$ cat config.mk
export PLATFORM = sky130hd
export DESIGN_NAME = bv8_inv_pipe
export DESIGN_NICKNAME = d
export VERILOG_FILES = /design/src/rtl/bv8_inv_pipe.sv
export SDC_FILE = /design/constraint.sdc
export NUM_CORES = 1
export LEC_CHECK = 0
export CAP_MARGIN = 20
export CORE_MARGIN = 4
export CORE_UTILIZATION = 40
export DETAILED_ROUTE_END_ITERATION = 8
export GPL_TIMING_DRIVEN = 0
export REMOVE_ABC_BUFFERS = 1
export SLEW_MARGIN = 10
export SYNTH_ARGS = -nofsm -noshare
export SYNTH_HDL_FRONTEND = slang
export SYNTH_SLANG_ARGS = --single-unit
$ cat constraint.sdc
create_clock -name in_clock -period 5.65 [get_ports in_clock]
set_input_delay 1.13 -clock in_clock [delete_from_list [all_inputs] [get_ports in_clock]]
set_output_delay 1.13 -clock in_clock [all_outputs]
set_load 0.02 [all_outputs]
$ cat src/rtl/bv8_inv_pipe.sv
// bv8_inv_pipe: three-stage GF(2^8) inverter built on a GF((2^4)^2) normal-basis tower.
// Define BV8_INV_PIPE_AFFINE_EN to add the AES affine transform after the inverse (full S-box).
module bv8_inv_pipe #(
  parameter int LANES = 4,
  parameter int TAG_W = 4
) (
  input  logic               in_clock,
  input  logic               in_reset,
  input  logic               in_valid,
  output logic               out_ready_up,
  input  logic [8*LANES-1:0] in_data,
  input  logic [TAG_W-1:0]   in_tag,
  output logic               out_valid,
  input  logic               in_ready_dn,
  output logic [8*LANES-1:0] out_data,
  output logic [TAG_W-1:0]   out_tag,
  output logic               out_busy
);
  localparam int DW = 8 * LANES;
  // GF(2^4) = GF(2)[x]/(x^4+x+1). A tower byte {hi,lo} means hi*Y + lo*Y^16 with
  // Y^2 + Y + LAMBDA = 0, so Y + Y^16 = 1 and Y*Y^16 = LAMBDA (trace(LAMBDA) = 1).
  localparam logic [3:0] LAMBDA = 4'h8;

  function automatic logic [3:0] bv4_mul(input logic [3:0] a, input logic [3:0] b);
    logic [3:0] p, s;
    p = '0;
    s = a;
    for (int i = 0; i < 4; i++) begin
      if (b[i]) p = p ^ s;
      s = {s[2:0], 1'b0} ^ (s[3] ? 4'h3 : 4'h0);
    end
    return p;
  endfunction

  function automatic logic [3:0] sq_scl(input logic [3:0] a);
    return bv4_mul(LAMBDA, bv4_mul(a, a));
  endfunction

  // a^14 is the inverse for a != 0 and collapses to 0 for a == 0.
  function automatic logic [3:0] bv4_inv(input logic [3:0] a);
    logic [3:0] a2, a4, a8;
    a2 = bv4_mul(a, a);
    a4 = bv4_mul(a2, a2);
    a8 = bv4_mul(a4, a4);
    return bv4_mul(bv4_mul(a8, a4), a2);
  endfunction

  function automatic logic [7:0] tower_mul(input logic [7:0] a, input logic [7:0] b);
    logic [3:0] t;
    t = bv4_mul(LAMBDA, bv4_mul(a[7:4] ^ a[3:0], b[7:4] ^ b[3:0]));
    return {bv4_mul(a[7:4], b[7:4]) ^ t, bv4_mul(a[3:0], b[3:0]) ^ t};
  endfunction

  // Column i of a basis-change matrix sits in bits [8i+7:8i].
  function automatic logic [7:0] apply_mat(input logic [63:0] m, input logic [7:0] x);
    logic [7:0] r;
    r = '0;
    for (int i = 0; i < 8; i++) if (x[i]) r = r ^ m[8*i +: 8];
    return r;
  endfunction

  // Forward map sends x^i to beta^i, beta being a tower root of x^8+x^4+x^3+x+1.
  function automatic logic [63:0] calc_fwd();
    logic [7:0]  beta, b2, b3, b4, b8, p;
    logic [63:0] m;
    logic        found;
    beta  = '0;
    found = 1'b0;
    for (int h = 0; h < 16; h++) begin
      for (int l = 0; l < 16; l++) begin
        p  = {h[3:0], l[3:0]};
        b2 = tower_mul(p, p);
        b3 = tower_mul(b2, p);
        b4 = tower_mul(b2, b2);
        b8 = tower_mul(b4, b4);
        if (!found && ((b8 ^ b4 ^ b3 ^ p ^ 8'h11) == 8'h00)) begin
          beta  = p;
          found = 1'b1;
        end
      end
    end
    m = '0;
    p = 8'h11;
    for (int i = 0; i < 8; i++) begin
      m[8*i +: 8] = p;
      p = tower_mul(p, beta);
    end
    return m;
  endfunction

  function automatic logic [63:0] calc_inv(input logic [63:0] fwd);
    logic [63:0] m;
    logic [7:0]  target, p;
    m = '0;
    for (int j = 0; j < 8; j++) begin
      target = 8'h01 << j;
      for (int h = 0; h < 16; h++) begin
        for (int l = 0; l < 16; l++) begin
          p = {h[3:0], l[3:0]};
          if (apply_mat(fwd, p) == target) m[8*j +: 8] = p;
        end
      end
    end
    return m;
  endfunction

`ifdef BV8_INV_PIPE_AFFINE_EN
  function automatic logic [7:0] aes_affine(input logic [7:0] x);
    return x ^ {x[6:0], x[7]} ^ {x[5:0], x[7:6]} ^ {x[4:0], x[7:5]} ^ {x[3:0], x[7:4]} ^ 8'h63;
  endfunction
`endif

  localparam logic [63:0] M_FWD = calc_fwd();
  localparam logic [63:0] M_INV = calc_inv(M_FWD);

  logic                  r_v1, r_v2, r_v3;
  logic [LANES-1:0][3:0] r_hi1, r_lo1, r_d1;
  logic [LANES-1:0][3:0] r_hi2, r_lo2, r_dinv2;
  logic [TAG_W-1:0]      r_tag1, r_tag2, r_tag3;
  logic [DW-1:0]         r_data3;
  logic [LANES-1:0][3:0] w_hi1, w_lo1, w_d1, w_dinv2;
  logic [DW-1:0]         w_data3;
  logic                  w_en1, w_en2, w_en3;

  for (genvar g = 0; g < LANES; g++) begin : g_lane
    logic [7:0] w_tw_in, w_tw_out, w_poly_out;
    assign w_tw_in    = apply_mat(M_FWD, in_data[8*g +: 8]);
    assign w_hi1[g]   = w_tw_in[7:4];
    assign w_lo1[g]   = w_tw_in[3:0];
    assign w_d1[g]    = sq_scl(w_tw_in[7:4] ^ w_tw_in[3:0]) ^ bv4_mul(w_tw_in[7:4], w_tw_in[3:0]);
    assign w_dinv2[g] = bv4_inv(r_d1[g]);
    // Inverse is the conjugate (halves swapped) scaled by 1/d.
    assign w_tw_out   = {bv4_mul(r_lo2[g], r_dinv2[g]), bv4_mul(r_hi2[g], r_dinv2[g])};
    assign w_poly_out = apply_mat(M_INV, w_tw_out);
`ifdef BV8_INV_PIPE_AFFINE_EN
    assign w_data3[8*g +: 8] = aes_affine(w_poly_out);
`else
    assign w_data3[8*g +: 8] = w_poly_out;
`endif
  end

  // Valid/ready: a beat moves across a boundary on a rising edge where the sender's valid
  // and the receiver's ready are both high; a stage loads when it is empty or its current
  // content leaves in the same cycle, so ready ripples back combinationally from in_ready_dn.
  assign w_en3 = !r_v3 || in_ready_dn;
  assign w_en2 = !r_v2 || w_en3;
  assign w_en1 = !r_v1 || w_en2;

  always_ff @(posedge in_clock) begin
    if (in_reset) begin
      r_v1    <= 1'b0;
      r_v2    <= 1'b0;
      r_v3    <= 1'b0;
      r_hi1   <= '0;
      r_lo1   <= '0;
      r_d1    <= '0;
      r_hi2   <= '0;
      r_lo2   <= '0;
      r_dinv2 <= '0;
      r_tag1  <= '0;
      r_tag2  <= '0;
      r_tag3  <= '0;
      r_data3 <= '0;
    end else begin
      if (w_en1) begin
        r_v1 <= in_valid;
        if (in_valid) begin
          r_hi1  <= w_hi1;
          r_lo1  <= w_lo1;
          r_d1   <= w_d1;
          r_tag1 <= in_tag;
        end
      end
      if (w_en2) begin
        r_v2 <= r_v1;
        if (r_v1) begin
          r_hi2   <= r_hi1;
          r_lo2   <= r_lo1;
          r_dinv2 <= w_dinv2;
          r_tag2  <= r_tag1;
        end
      end
      if (w_en3) begin
        r_v3 <= r_v2;
        if (r_v2) begin
          r_data3 <= w_data3;
          r_tag3  <= r_tag2;
        end
      end
    end
  end

  assign out_ready_up = w_en1;
  assign out_valid    = r_v3;
  assign out_data     = r_data3;
  assign out_tag      = r_tag3;
  assign out_busy     = r_v1 || r_v2 || r_v3;
endmodule

[Word-level counts from Yosys, hierarchy flattened]
Index checks and enable logic that the tools add are counted.
Word-level totals
  register bits after elaboration: 143
  bits in latches: 0
  RAM bits: 0
  ROM bits: 0
  bits of input ports: 40
  output and inout port bits: 39
  memories kept: 0
Operators by class
  add/sub/neg operators: 0
  $mul: 0
  divide/modulo/power cells: 0
  $lt $le $gt $ge: 0
  equal/unequal tests: 0
  shift-type cells: 0
  mux-type cells: 332
  bitwise logic cells: 292
  reduce and logical (&&, ||, !) cells: 11
Operators by type and width (count)
  4-bit two-way mux: 152
  4-bit bitwise XOR: 116
  4-bit by 2-bit bitwise XOR with 4-bit output: 108
  2-bit two-way mux: 120
  8-bit two-way mux: 28
  7-bit two-way mux: 24
  4-bit inverter: 16
  3-bit inverter: 16
  6-bit inverter: 8
  5-bit inverter: 8
  2-bit inverter: 12
  5-bit two-way mux: 4
  3-bit two-way mux: 4
  1-bit inverter: 8
  2-bit AND reduction: 3
  1-bit logical OR: 5
  1-bit logical NOT: 3

[Longest topological paths before layout]
Gate-level depths: netlist (run 1).
  word-level depth: 40
  depth in mapped cells: 21
  mapped depth without buffers: 18

[Least setup slack after synthesis (run 1)]
No wires, ideal clock.
  kind: register -> register
  from: register r_d1[12] (netlist bit)
  to: register r_dinv2[14] (netlist bit)
  setup time: 62 ps
  data arrival time: 4762 ps
  required time: 5588 ps
  slack: 826 ps
  cell stages (with the launch flop): 19
  period minus slack after synthesis: 4824 ps
  cell sequence: dfxtp_1 -> ha_1 -> buf_2 -> mux2i_1 -> xnor2_1 -> clkbuf_1 -> inv_1 -> ha_1 -> xnor3_1 -> a311o_2 -> a32o_1 -> a32oi_1 -> o211a_1 -> buf_6 -> a21oi_1 -> o311a_1 -> a311o_1 -> or4_1 -> nand3_1
Between the ends
  word-level cells in the longest chain between the ends: 37
  elaborated cells between the ends (all ways): 61
  classes of those cells: 31 x mux; 30 x bitwise
RTL lines
  start: declaration: RTL line 117  | logic [LANES-1:0][3:0] r_hi1, r_lo1, r_d1;
  start signal: assignment: RTL line 170  | r_d1 <= w_d1;
  4-bit two-way mux: RTL line 29  | if (b[i]) p = p ^ s;
  4-bit bitwise XOR: RTL line 29
  4-bit two-way mux: RTL line 29
  4-bit bitwise XOR: RTL line 29
  4-bit two-way mux: RTL line 29
  4-bit bitwise XOR: RTL line 29
  4-bit two-way mux *: RTL line 29
  2-bit two-way mux: RTL line 30  | s = {s[2:0], 1'b0} ^ (s[3] ? 4'h3 : 4'h0);
  [21 not listed]
  4-bit two-way mux: RTL line 29
  4-bit by 2-bit bitwise XOR with 4-bit output: RTL line 30
  4-bit bitwise XOR: RTL line 29
  4-bit two-way mux: RTL line 29
  4-bit bitwise XOR: RTL line 29
  4-bit two-way mux: RTL line 29
  4-bit bitwise XOR: RTL line 29
  4-bit two-way mux *: RTL line 29
  end signal: assignment: RTL line 179  | r_dinv2 <= w_dinv2;
  end: declaration: RTL line 118  | logic [LANES-1:0][3:0] r_hi2, r_lo2, r_dinv2;
Mark *: on every way between the ends. The rest lies on a longest branch, timed or not.
A chain may end at the register's enable or synchronous reset.

[Final worst setup path (run 1)]
  from: register r_d1[15] (netlist bit)
  to: register r_dinv2[14] (netlist bit)
Between the ends
  word-level cells in the longest chain between the ends: 37
  elaborated cells between the ends (all ways): 62
  classes of those cells: 32 x mux; 30 x bitwise
RTL lines (RTL line)
  2-bit two-way mux / 4-bit two-way mux (equally long branches): 30, 29
  4-bit by 2-bit bitwise XOR with 4-bit output / 4-bit bitwise XOR (equally long branches): 30, 29
  4-bit bitwise XOR / 4-bit two-way mux (equally long branches): 29
  4-bit two-way mux / 4-bit bitwise XOR (equally long branches): 29
  4-bit bitwise XOR / 4-bit two-way mux (equally long branches): 29
  4-bit two-way mux / 4-bit bitwise XOR (equally long branches): 29
  4-bit bitwise XOR / 4-bit two-way mux (equally long branches): 29
  4-bit two-way mux *: 29
  [21 not listed]
  4-bit two-way mux: 29
  4-bit two-way mux / 4-bit by 2-bit bitwise XOR with 4-bit output (equally long branches): 29, 30
  4-bit bitwise XOR: 29
  4-bit two-way mux: 29
  4-bit bitwise XOR: 29
  4-bit two-way mux: 29
  4-bit bitwise XOR: 29
  4-bit two-way mux *: 29
Marks and branches as above.

==> results of run 1 <==
[per-layer routing]
layer	track usage (%)	share of wire (%)	vias to the layer above
met5	0	0	-
li1	-	-	6360
met3	2.38	3.1	23
met1	22.7	49	5639
met4	3.78	1.2	0
met2	28.2	46	174
[cells in the final DEF (no fill, tap or decap), types with 19 or more instances in the layout]
master           netlist  final
inv_1                 44     44
o211ai_1              21     21
a22oi_1               19     19
mux2i_1               27     26
xnor2_1              245    240
ha_1                  23     21
xor2_1                81     81
a21oi_1              130    130
nor2_1               214    213
clkdlybuf4s50_1        0     77
nand2b_1              28     27
a211oi_1              60     59
o21ai_0               76     76
nand2_1              299    297
nand3_1               28     28
nor2b_1               21     20
nor3_1                42     42
dfxtp_1              143    140
[kinds of logic after synthesis]
family                     share of synthesized area [%]
adders and majority gates                           2.13
buffers and inverters                               5.73
muxes                                               3.36
DFF                                                 21.2
AOI/OAI and AO/OA                                   21.9
xor gates and xnor gates                            23.6
and+or+nand+nor                                     22.0
[final timing paths]
kind / start / slack [ps] / endpoint / depth (start not counted)
worst max register to register: r_d1[15] / 230 / r_dinv2[14] / 16
worst min-delay path: r_hi1[1] / 450 / r_hi2[1] / 2
worst min register to register: r_hi1[1] / 450 / r_hi2[1] / 2
worst max-delay path: r_d1[15] / 230 / r_dinv2[14] / 16
[timing repair]
action                                  4_1_cts  5_1_grt
resized for setup                             6       15
pin swaps                                     0        1
gates cloned                                  0        0
endpoints found under the setup margin        5        8
hold endpoints to repair                      0        0
buffers inserted                              0        3
[worst max-delay path: cells and delay by family (launching register included)]
kind	cells	cell delay [ps]
AND/OR/NAND/NOR	4	1030
XOR/XNOR	2	1000
adder cells (fa/ha/maj)	2	930
flip-flops	1	500
multiplexers	1	180
AO/OA/AOI/OAI	7	1710
[flip-flops by register name (all words and copies together), names as in the netlist, 4 cells and up]
signal / count
out_data: 32
out_tag: 4
r_d1: 16
r_dinv2: 16
r_hi1: 16
r_hi2: 16
r_lo1: 16
r_lo2: 16
r_tag1: 4
r_tag2: 4
[cells in the mapped netlist (7+ instances only)]
library cell and count:
a22oi_1 19, mux2_2 12, xor2_1 81, nor2b_1 21, buf_1 11, o22ai_1 14
dfxtp_1 143, a21oi_1 130, o21ai_0 76, xnor3_1 10, inv_1 44, clkbuf_1 117
o221ai_1 13, nand2_1 299, a31oi_1 9, and3_1 7, buf_2 12, xnor2_1 245
nor2_1 214, nand3b_1 10, mux2i_1 27, nor3_1 42, nand2b_1 28, a32oi_1 9
nand3_1 28, ha_1 23, a211oi_1 60, o211ai_1 21
[where the power goes]
part           switching [W]  total [W]  internal (W)
Combinational        0.00226    0.00411       0.00185
Sequential          0.000204    0.00130       0.00110
Clock               0.000434    0.00121      0.000773
Total                0.00290    0.00662       0.00372
[area by class of cell]
| type | count | area, um2 |
|---|---|---|
| fillers | 3339 | 17700 |
| repair buffers | 87 | 947 |
| well taps | 442 | 553 |
| multi-input cells | 1541 | 9990 |
| clock inverters | 9 | 155 |
| inverters | 49 | 184 |
| flip-flops and latches | 143 | 2870 |
| clock buffers | 22 | 474 |
[metrics by stage]
step,power (W),setup slack (ps)
2_1_floorplan,0.00453,455
3_3_place_gp,0.00520,-1130
3_5_place_dp,0.00527,-423
4_1_cts,0.00654,12.7
5_1_grt,0.00717,26.9
6_report,0.00662,225
==> metrics.cfg, run 1 <==
[status]
status=complete, no violations

[global_route]
antenna_found_initial=0
grt_overflow_total=0
first_global_vias=11200
grt_pass1_wl_um=52900
grt_max_degree=105
grtUsageTotal_pct=16.7

[synthesis]
synth-main-ff-cell=dfxtp_1
ys_ff_latch=143
synth-edff-count=0
ys_seq_area_share_pct=21.2
syn_area_um2=13500
yosysTopAreaCellShare_pct=21.2
synth_area_leaders=dfxtp_1 21%, xnor2_1 16%, nand2_1 8.3%
async_flop_share_pct=0
syn_area_per_cell_um2=7.18
yosys_warnings=0
synth_cell_types=86
syn_inst=1878
synth_top_area_cell=dfxtp_1

[routing]
wl_um=30900
viasPerCell=5.32
vias=12200
postRouteAntennaNets=0
first_pass_iters=6
drc_errors=0
routedWlPerCell_um=13.5
drt-initial-drc-count=726

[worst_setup_path]
start_kind=flop
critical_path_class=reg -> reg
cp_cell_sequence=ha_1 -> and3_1 -> o21ai_2 -> nand2_2 -> ha_2 -> xnor3_1 -> a311o_2 -> a21o_1 -> a21oi_2 -> xnor3_2 -> mux2i_1 -> o221ai_1 -> o311a_1 -> a311o_1 -> or4_1 -> nand3_1
crit_required_ps=6020
endpoint_kind=flop
slowest_stage=xnor3_1
path_max_fanout=13
max_stage_delay_ps=530
worstPathArrival_ps=5790

[timing]
worstMarginPinSlew_ps=997
fin_crit_ps=5420
min_period_over_period_pct=96.0
final_hold_viol_count=0
timing.fmax_mhz=184
holdWs_ps=445
fin_worst_skew_ps=8.27
drv_slew=0
rsz0062_at_grt=no
slew_headroom_pct=33.3
setup_viol=0
setup_tns_ps=0

[place]
placedInstanceArea_um2=14400
dp_hpwl_um=21900
port_buffers=78
place.gp.congestion=0.833
dp.cells=2259

[clocking]
cts_buffers=17
clock_latency_ps=430
cts_buffer_depth=2
cts.htree.levels=4
hold_buffers=0
cts_tree=built
clkTransAtPathRegs_ps=60
cts.sinks=143
root_buffer=clkbuf_16

[die]
coreArea_um2=32900
initial_core_util_pct=41.0
die_w_um=192
die-area_um2=36700
die_height_um=192
ios=79
rows=66

[pwr]
p_per_area_nw_per_um2=436
p_leak_nw=5.21
ir_worst_vdd_mv=0.203

[cells_and_area]
finalInstanceArea_um2=15200
drive_above_1_share_pct=5.62
area_growth_pct=12.5
nets=1902
stdcell_count=2293
antenna_cells=0
post-route-util_pct=46.2

[flow_run]
drv_cap=0

[min_path]
hp-class=reg -> reg

Note: power is estimated with default switching activity, not from simulation.
==> run 2: changes to the inputs <==
CAP_MARGIN = unset   (was 20)
==> results of run 2 <==
Same layout as run 1: the final DEF is identical, and so are final timing and power.
